<file path="src/rtl/spin_ctrl_if.sv">
// Board-side control inputs and decoder-side outputs of the spinner sequencer.
// Latency: none (signal bundle only).
// Backpressure: none; outputs are level/pulse signals with no handshake.
interface spin_ctrl_if;
  logic       en_i;
  logic       dir_i;
  logic [1:0] speed_i;
  logic       step_i;
  logic       blank_i;
  logic [2:0] pos_o;
  logic       tick_o;
  logic       running_o;

  // Board side: drives the switches/buttons and observes the position
  modport master (
    output en_i, dir_i, speed_i, step_i, blank_i,
    input  pos_o, tick_o, running_o
  );

  // Sequencer side
  modport slave (
    input  en_i, dir_i, speed_i, step_i, blank_i,
    output pos_o, tick_o, running_o
  );
endinterface

</file>
<file path="src/rtl/spin_ctrl.sv">
// Spinner sequencer: prescaled run/stop position stepping, single-step, blanking.
// Latency: 1 cycle from any sampled input to pos_o/tick_o/running_o.
// Backpressure: none; the decoder consumes pos_o every cycle.
module spin_ctrl #(
  parameter int unsigned BASE_DIV = 24'd6_000_000,
  parameter int unsigned DIV_W    = 24
) (
  input  logic        clk_i,
  input  logic        rst_i,
  spin_ctrl_if.slave  bus
);

  typedef enum logic {STOP = 1'b0, RUN = 1'b1} state_t;

  // Reload values are period-1 for each speed; truncating shifts keep period >= 1
  localparam logic [DIV_W-1:0] RELOAD_S0 = DIV_W'(BASE_DIV - 1);
  localparam logic [DIV_W-1:0] RELOAD_S1 = DIV_W'((BASE_DIV >> 1) - 1);
  localparam logic [DIV_W-1:0] RELOAD_S2 = DIV_W'((BASE_DIV >> 2) - 1);
  localparam logic [DIV_W-1:0] RELOAD_S3 = DIV_W'((BASE_DIV >> 3) - 1);

  state_t           state, state_nx;
  logic [DIV_W-1:0] cnt, cnt_nx;
  logic [2:0]       pos_r, pos_nx;
  logic             tick_r, tick_nx;
  logic             step_q;
  logic             blank_q;
  logic [DIV_W-1:0] reload;
  logic [2:0]       pos_adv;

  // Reload value selected from the speed present on the reloading edge
  always_comb begin
    reload = RELOAD_S0;
    case (bus.speed_i)
      2'd0:    reload = RELOAD_S0;
      2'd1:    reload = RELOAD_S1;
      2'd2:    reload = RELOAD_S2;
      default: reload = RELOAD_S3;
    endcase
  end

  // Next position in the requested direction, wrapping within 0..5
  always_comb begin
    pos_adv = pos_r;
    if (bus.dir_i) begin
      pos_adv = (pos_r == 3'd0) ? 3'd5 : pos_r - 3'd1;
    end else begin
      pos_adv = (pos_r == 3'd5) ? 3'd0 : pos_r + 3'd1;
    end
  end

  // Run/stop next-state, prescaler and advance decisions
  always_comb begin
    state_nx = state;
    cnt_nx   = cnt;
    pos_nx   = pos_r;
    tick_nx  = 1'b0;
    case (state)
      STOP: begin
        if (bus.en_i) begin
          // Starting edge swallows any coincident step edge
          state_nx = RUN;
          cnt_nx   = reload;
        end else if (bus.step_i && !step_q) begin
          pos_nx  = pos_adv;
          tick_nx = 1'b1;
        end
      end
      RUN: begin
        if (!bus.en_i) begin
          // Stopping wins over an expiring count on the same edge
          state_nx = STOP;
        end else if (cnt == '0) begin
          pos_nx  = pos_adv;
          tick_nx = 1'b1;
          cnt_nx  = reload;
        end else begin
          cnt_nx = cnt - DIV_W'(1);
        end
      end
      default: state_nx = STOP;
    endcase
  end

  // State register; step_q resets high so a button held through reset is not a step
  always_ff @(posedge clk_i) begin
    if (rst_i) begin
      state   <= STOP;
      cnt     <= '0;
      pos_r   <= 3'd0;
      tick_r  <= 1'b0;
      step_q  <= 1'b1;
      blank_q <= 1'b0;
    end else begin
      state   <= state_nx;
      cnt     <= cnt_nx;
      pos_r   <= pos_nx;
      tick_r  <= tick_nx;
      step_q  <= bus.step_i;
      blank_q <= bus.blank_i;
    end
  end

  // Blanking only masks the output; pos_r keeps its phase underneath
  always_comb begin
    bus.pos_o     = blank_q ? 3'd6 : pos_r;
    bus.tick_o    = tick_r;
    bus.running_o = (state == RUN);
  end

endmodule

</file>
<file path="src/flat_wrapper.sv">
// flat-port wrapper written by rule: the top's interface ports become plain ports
module spin_ctrl_flat 
#(
  parameter int unsigned BASE_DIV = 24'd6_000_000,
  parameter int unsigned DIV_W    = 24
)
  (clk_i, rst_i, bus_en_i, bus_dir_i, bus_speed_i, bus_step_i, bus_blank_i, bus_pos_o, bus_tick_o, bus_running_o);
  spin_ctrl_if bus_i ();
  input  logic clk_i;
  input  logic rst_i;
  input wire logic [$bits(bus_i.en_i)-1:0] bus_en_i;
  input wire logic [$bits(bus_i.dir_i)-1:0] bus_dir_i;
  input wire logic [$bits(bus_i.speed_i)-1:0] bus_speed_i;
  input wire logic [$bits(bus_i.step_i)-1:0] bus_step_i;
  input wire logic [$bits(bus_i.blank_i)-1:0] bus_blank_i;
  output wire logic [$bits(bus_i.pos_o)-1:0] bus_pos_o;
  output wire logic [$bits(bus_i.tick_o)-1:0] bus_tick_o;
  output wire logic [$bits(bus_i.running_o)-1:0] bus_running_o;
  assign bus_i.en_i = bus_en_i;
  assign bus_i.dir_i = bus_dir_i;
  assign bus_i.speed_i = bus_speed_i;
  assign bus_i.step_i = bus_step_i;
  assign bus_i.blank_i = bus_blank_i;
  assign bus_pos_o = bus_i.pos_o;
  assign bus_tick_o = bus_i.tick_o;
  assign bus_running_o = bus_i.running_o;
  spin_ctrl #(.BASE_DIV(BASE_DIV), .DIV_W(DIV_W)) u_core (.clk_i(clk_i), .rst_i(rst_i), .bus(bus_i));
endmodule
</file>
<file path="config.mk">
export PLATFORM = sky130hd
export DESIGN_NAME = spin_ctrl_flat
export DESIGN_NICKNAME = d
export VERILOG_FILES = /design/src/rtl/spin_ctrl_if.sv /design/src/rtl/spin_ctrl.sv /design/src/flat_wrapper.sv
export SDC_FILE = /design/constraint.sdc
export NUM_CORES = 1
export LEC_CHECK = 0
export ABC_CLOCK_PERIOD_IN_PS = 4000
export BUFFER_PORTS_ARGS = -buffer_cell sky130_fd_sc_hd__buf_2
export CAP_MARGIN = 10
export CORE_ASPECT_RATIO = 0.9
export CORE_MARGIN = 2
export CORE_UTILIZATION = 61
export DETAILED_ROUTE_END_ITERATION = 8
export PLACE_DENSITY = 0.8
export RECOVER_POWER = 25
export SLEW_MARGIN = 20
export SYNTH_ARGS = -nofsm -noshare
export SYNTH_HDL_FRONTEND = slang
export SYNTH_SLANG_ARGS = --single-unit
</file>
<file path="constraint.sdc">
create_clock -name clk_i -period 4 [get_ports clk_i]
set_clock_uncertainty 0.1 [all_clocks]
set_input_delay 0.6 -clock clk_i [delete_from_list [all_inputs] [get_ports clk_i]]
set_output_delay 0.6 -clock clk_i [all_outputs]
set_load 0.005 [all_outputs]
</file>
==> key figures, run 1 <==
Clock tree
  – Clk pin slew, worst setup/hold paths: roughly 0.070 ns
  – Cts bufs inserted: 5
  – Clock tree sinks: 31
  – Max clock buf depth: 2
  – Cts repair resizes: 0
  – Post-CTS Hold Buffers: 0
  – CTS tree: done
  – Later-pin clock latency in the skew report: roughly 0.29 ns
  – Root Buffer: clkbuf_8
  – Htree depth: 2
  – Post-CTS setup repair buffer count: 0

Floorplanning
  – Die width: 65.97 um
  – Total core area: between 3000 and 4000 um2
  – Top Ports: 13
  – Die ar.: ~3900 um2
  – Starting Density: a little over three fifths
  – # rows: 20
  – DIE HEIGHT: around 60 um

Routing
  – First-pass DRT Iterations: 7
  – WL final: around 5600 um
  – DRT iter0 DRCs: between 150 and 200
  – Via count: about 2,100
  – Final ANT Viol Nets: 0
  – DR WL/cell: between 15 and 20 um
  – DR DRC count: 0
  – Via density: between 6 and 7

Logic synthesis
  – Fraction of registers with async set/reset: 0%
  – Syn. warnings: 0
  – Synth Net Count: ~280
  – Seq/Total Area, Yosys: 29.44%
  – Compound-Gate Fraction of Synth Area: between 20% and 30%
  – Main synth FF type: dfxtp_1
  – Distinct cells, synth: 56
  – Largest family of logic cells by synthesized area: simple AND/OR/NAND/NOR gates
  – Mapped Cells: roughly 260
  – Post-synthesis simple-gate area fraction: between 20 and 30%
  – Post-synth EDFFs: 0
  – #FFs+latches synth: 31
  – XOR/XNOR share of the synthesized area: 0%
  – Syn Area/Cell: 8.140 um2
  – Cell area after synthesis: ~2100 um2
  – Post-Synth Adder-Cell Area: roughly 7%
  – Post-synthesis mux area share: ~3.5%

Finish
  – Final net count: approximately 290
  – Area growth, synth to finish: 7.003%
  – Share of cells above drive strength 1: between 10 and 15%
  – Fin util: 67.28%
  – Ant diodes: 0

Place
  – DP HPWL: about 3800 um
  – Pre-CTS WS: 1.299 ns
  – RePlAce Congestion: roughly 0.9
  – PortBufs: 12

Power
  – Lkg Pwr: ~0.00082 uW
  – P per Cell Area: ~360 nW/um2
  – Clock network power share: approximately 30%
  – Internal power: 526.1 uW
  – Psw: 276.3 uW
  – Combinational power share: between 20% and 30%
  – Peak VDD IR: a little under 0.3 mV
  – Sw Ratio: between 30% and 40%
  – Flop pwr share: 45.2%

STA
  – Final slew viol count: 0
  – Slew margin rel.: 21.07%
  – PnR worst setup slack: 1.036 ns
  – Fin crit period: 2.964 ns
  – Unrepaired setup endpoints after global routing: no
  – Crit share post-route: 74.11%
  – Max Fclk: ~340 MHz
  – # setup viols final: 0
  – Fin Hold WS: 0.3658 ns
  – Least-Margin Pin Slew: between 1 and 1.5 ns
  – Sum Neg Setup Slack: 0 ns
  – Final hold viol count: 0

Setup path
  – CP max FO: 24
  – CP bufs+invs: 3
  – Delay of the slowest critical-path stage: roughly 0.85 ns
  – Worst Path Arrival: about 3.0 ns
  – Worst path slowest cell: clkbuf_1
  – Crit Path Category: input pin to register
  – Critical path launch point type: input pin
  – Worst endpoint required time: around 4.1 ns
  – Crit path top cell by count: clkbuf_1
  – CP top delay family: buffers and inverters
  – Worst Setup End Kind: register
  – Worst path cell trace: clkbuf_1 > clkinv_1 > clkbuf_1 > nand2_1 > nor3_1 > a22oi_1 > o21ai_0

Global routing
  – Largest net degree at the start of global routing: 26
  – Grt total ovfl: 0
  – GRT Overall Usage: ~30%
  – First-pass GRT wire length: just under 9000 um
  – Number of antenna violations at the first check in global routing: 1
  – Vias in the first global route: 1,745

Status
  – Outcome: finished clean

Flow run
  – # Max-Cap Violations: 0

Worst hold path
  – Hold Path Class: register to register
cell usage in the layout (no fill, tap or decap), types with 2 or more instances in the layout:
cell	n
a211oi_1	2
a21oi_1	9
a22oi_1	3
a31oi_1	3
a32o_1	2
a32oi_1	3
and3_1	4
buf_2	9
buf_4	3
clkbuf_1	6
clkbuf_8	5
dfxtp_1	31
ha_1	12
inv_1	12
mux2_2	3
mux2i_1	4
nand2_1	13
nand3_1	14
nand3b_1	3
nand4_1	6
nor2_1	19
nor2b_1	2
nor3_1	14
nor4_1	7
nor4b_1	3
o2111ai_1	2
o211ai_1	5
o21a_1	5
o21ai_0	14
o22ai_1	3
o311ai_0	4
o32ai_1	2
or2_2	4
or3_1	6
or4_1	6
registers in the layout (all words and copies together) (netlist names):
signal and flops:
u_core.step_q 1, u_core.bus.running_o 1, u_core.pos_r 3, u_core.bus.tick_o 1, u_core.blank_q 1, u_core.cnt 24
cell families (layout without fill, tap and decap cells):
| logic type | Yosys count | count (layout) |
|---|---|---|
| buf+inv | 30 | 37 |
| simple gates | 110 | 110 |
| compound gates | 69 | 69 |
| mux | 7 | 7 |
| fa+ha+maj | 12 | 12 |
| flops | 31 | 31 |
routing by layer:
metal	track usage (%)	wire length, um	vias up
met1	39.93	2510	992
met4	10.20	88	0
met2	45.45	2444	103
met3	9.605	539	10
met5	0	0	-
li1	-	-	1013
worst register-to-register path, delay by kind of cell, from the launching register on:
kind,cells,cell delay [ns]
simple gates,3,1.28
flops,1,0.58
compound gates,2,0.29
fa+ha+maj,1,0.26
buf+inv,1,0.22
through the flow:
step                area (um2)  total power (uW)  instances
floorplan                 2108             510.7        259
global placement          2182             557.6        302
detailed placement        2182             560.6        302
CTS                       2263             795.0        310
global route              2256             840.7        310
finish                    2256             802.4        310
worst paths after layout:
check / slack (ns) / startpoint / end / cells past startpoint
worst max-delay path: 1.04 / rst_i / u_core.cnt[19] / 7
worst min register to register: 0.37 / u_core.cnt[19] / u_core.cnt[19] / 2
worst max register to register: 1.19 / u_core.bus.running_o / u_core.cnt[10] / 7
worst min-delay path: 0.37 / u_core.cnt[19] / u_core.cnt[19] / 2
Yosys cell counts, drive strengths merged (5+ instances only):
cell / number / area [um2]
or3: 6 / 37.54
a21oi: 10 / 50.05
nor3: 14 / 70.07
o21a: 5 / 37.54
buf: 5 / 30.02
or4: 7 / 56.30
o211ai: 5 / 37.54
inv: 12 / 45.04
nand2: 13 / 48.80
o21ai: 16 / 91.34
clkbuf: 12 / 45.04
dfxtp: 31 / 620.6
nor4: 8 / 56.30
nor2: 19 / 71.32
nand4: 6 / 37.54
ha: 12 / 150.1
nand3: 14 / 70.07
final cells by class:
| type | count | area [um2] |
|---|---|---|
| inverters | 13 | 48.80 |
| clock inverters | 1 | 5.005 |
| fillers | 293 | 1097 |
| clock buffers | 7 | 76.32 |
| flip-flops and latches | 31 | 620.6 |
| repair buffers | 16 | 82.58 |
| well taps | 44 | 55.05 |
| multi-input cells | 198 | 1368 |
power groups by stage:
| stage | registers [uW] | logic (uW) | clock network [uW] |
|---|---|---|---|
| finish | 363 | 200 | 240 |
| global placement | 367 | 191 | 0 |
| CTS | 361 | 195 | 240 |
| detailed placement | 368 | 193 | 0 |
| global route | 366 | 216 | 259 |
| floorplan | 358 | 153 | 0 |
Note: power is estimated with default switching activity, not from simulation.
==> run 2, diff against run 1 <==
--- a/config.mk
+++ b/config.mk
@@ -5,14 +5,14 @@
 export SDC_FILE = /design/constraint.sdc
 export NUM_CORES = 1
 export LEC_CHECK = 0
-export ABC_CLOCK_PERIOD_IN_PS = 4000
+export ABC_CLOCK_PERIOD_IN_PS = 3050
 export BUFFER_PORTS_ARGS = -buffer_cell sky130_fd_sc_hd__buf_2
 export CAP_MARGIN = 10
 export CORE_ASPECT_RATIO = 0.9
 export CORE_MARGIN = 2
-export CORE_UTILIZATION = 61
+export CORE_UTILIZATION = 60
 export DETAILED_ROUTE_END_ITERATION = 8
-export PLACE_DENSITY = 0.8
+export PLACE_DENSITY = 0.79
 export RECOVER_POWER = 25
 export SLEW_MARGIN = 20
 export SYNTH_ARGS = -nofsm -noshare
==> constraint.sdc (replaced) <==
create_clock -name clk_i -period 3.05 [get_ports clk_i]
set_clock_uncertainty 0.1 [all_clocks]
set_input_delay 0.4575 -clock clk_i [delete_from_list [all_inputs] [get_ports clk_i]]
set_output_delay 0.4575 -clock clk_i [all_outputs]
set_load 0.005 [all_outputs]
==> run 2 against run 1 <==
  * Register-to-register slack got worse by 0.84 ns
  * Clock-buffer cell count decreased by 1
  * Worst setup slack got worse by 0.69 ns
  * Combinational power rose by 37%
  * Largest power group unchanged
  * Sequential share of layout area decreased by 0.71 points
  * Hold slack lost 0.090 ns
  * Critical path depth shrank 2
  * Flip-flop and latch count is the same
  * Critical endpoint is now u_core.cnt[21]
  * Global-route usage up 0.34 points
==> key figures, run 2 (same netlist as run 1, synthesis figures left out) <==
Setup path
  – Crit Path Category: register to register
  – Critical path launch point type: register
  – Worst Setup End Kind: register
  – Worst endpoint required time: 3.14 ns (-0.94 ns)
  – Worst Path Arrival: 2.79 ns (-0.25 ns)
  – Worst path cell trace: or4_1 > or4b_4 > o21ai_4 > o21ai_0 > a32o_1
  – CP max FO: 14 (-42%)
  – Worst path slowest cell: or4_1
  – Delay of the slowest critical-path stage: 0.66 ns (-0.19 ns)

STA
  – Crit share post-route: between 80 and 90%
  – # setup viols final: 0 (unchanged)
  – Max Fclk: 370.5 MHz
  – Final slew viol count: 0 (unchanged)
  – PnR worst setup slack: 0.3507 ns (-0.6851 ns)
  – Fin crit period: approximately 2.7 ns
  – Sum Neg Setup Slack: 0 ns (unchanged)
  – Slew margin rel.: 18.59% (-2.5 points)
  – Least-Margin Pin Slew: 1.221 ns (+0.03731 ns)
  – Unrepaired setup endpoints after global routing: no
  – Final hold viol count: 0 (unchanged)

Power
  – Total power: 1082 uW (+35%)
  – Peak VDD IR: 0.3159 mV (+6.1%)
  – P per Cell Area: 467.3 nW/um2 (+31%)
  – Lkg Pwr: 0.0008625 uW (+5.8%)

Global routing
  – Grt total ovfl: 0 (unchanged)
  – Number of antenna violations at the first check in global routing: 0 (-1)
  – First-pass GRT wire length: 8976 um (+3.8%)
  – GRT Overall Usage: 30.12% (+0.34 points)
  – Vias in the first global route: 1,820 (+4.3%)
  – Largest net degree at the start of global routing: 26 (unchanged)

Place
  – PortBufs: 12 (unchanged)
  – Pre-CTS WS: 0.4232 ns (-0.8758 ns)
  – RePlAce Congestion: 1.012 (+9.2%)
  – DP HPWL: 3815 um (+1.4%)

Finish
  – Leading registers by flop count: u_core.cnt: 24 flops, u_core.pos_r: 3 flops
  – Most common cell after layout, fill and taps aside: dfxtp_1
  – Share of cells above drive strength 1: 15.81% (+3.0 points)
  – Storage element area: 620.6 um2 (unchanged)
  – Area growth, synth to finish: 9.852%
  – Ant diodes: 0 (unchanged)
  – Most frequent cells in the layout: dfxtp_1 (31), nor2_1 (19), nor3_1 (14), nand3_1 (14), o21ai_0 (14)
  – Filler cells: 283 (-3.4%)
  – Most flop-heavy register: u_core.cnt
  – Final net count: 292 (+2.5%)
  – Multi-input gate area: 1364 um2 (-0.27%)
  – Max FFs per register: 24 (unchanged)

Floorplanning
  – DIE HEIGHT: 60.24 um (+0.78%)
  – Top Ports: 13 (unchanged)
  – Die width: 66.49 um (+0.78%)
  – Starting Density: 62.41% (-0.47 points)
  – Die ar.: 4005 um2 (+1.6%)
  – Total core area: 3378 um2 (+0.75%)
  – # rows: 20 (unchanged)

Routing
  – DRT iter0 DRCs: 307 (+63%)
  – WL final: 5489 um (-1.7%)
  – Final ANT Viol Nets: 0 (unchanged)
  – DR WL/cell: 17.37 um (-3.5%)
  – DR DRC count: 0 (unchanged)
  – Via count: 2,135 (+0.80%)
  – Via density: 6.756 (-1.1%)
  – First-pass DRT Iterations: 5 (-2)

Clock tree
  – CTS tree: done
  – Clock tree sinks: 31 (unchanged)
  – Htree depth: 2 (unchanged)
  – Post-CTS Hold Buffers: 0 (unchanged)
  – Cts bufs inserted: 5 (unchanged)
  – Cts repair resizes: 0 (unchanged)
  – Clk pin slew, worst setup/hold paths: 0.07 ns (about the same)
  – Later-pin clock latency in the skew report: 0.29 ns (about the same)
  – Post-CTS setup repair buffer count: 0 (unchanged)
  – Root Buffer: clkbuf_8
  – Max clock buf depth: 2 (unchanged)

Worst hold path
  – Hold Path Class: input pin to register

Flow run
  – # Max-Cap Violations: 0 (unchanged)

Status
  – Outcome: finished clean
run 2: path summary, 6_finish.rpt:
path                   from  cells past startpoint             end  slack (ns)
min              bus_step_i                      2   u_core.step_q        0.28
min reg2reg  u_core.cnt[19]                      2  u_core.cnt[19]        0.37
max reg2reg   u_core.cnt[8]                      5  u_core.cnt[21]        0.35
max           u_core.cnt[8]                      5  u_core.cnt[21]        0.35
run 2: area by class of cell:
| cell class | instances | area share (%) |
|---|---|---|
| multi-input combinational | 198 | 58.89 |
| sequential | 31 | 26.80 |
| timing repair buffer | 23 | 6.051 |
| clock buffer | 6 | 3.566 |
| tap | 44 | 2.377 |
| inverter | 13 | 2.107 |
| clock inverter | 1 | 0.2161 |
run 2: report_power, final:
group / switching, uW / internal, uW / leakage (uW)
Combinational: 169 / 104 / 0.000560
Clock: 158 / 177 / 0.0000470
Sequential: 38.2 / 436 / 0.000256
Total: 364 / 718 / 0.000862
run 2: per-layer routing:
metal	global-route usage [%]	routed length (um)
met3	8.475	491
met1	42.79	2535
met5	0	0
met2	43.57	2359
met4	10.50	102
run 2: stage by stage:
step / hold WS [ns] / area [um2] / util [%] / instances
floorplan: 0.3359 / 2108 / - / 259
finish: 0.2753 / 2316 / 68.56 / 316
detailed placement: 0.3597 / 2235 / 66.15 / 309
global placement: 0.3453 / 2235 / 66.15 / 309
CTS: 0.2777 / 2322 / 68.74 / 316
global route: 0.2798 / 2316 / 68.56 / 316
run 2: critical path, delay by kind of cell (launching register included):
kind	cells	cell delay, ns
AO/OA/AOI/OAI	3	0.84
AND/OR/NAND/NOR	2	1.28
flip-flops	1	0.37
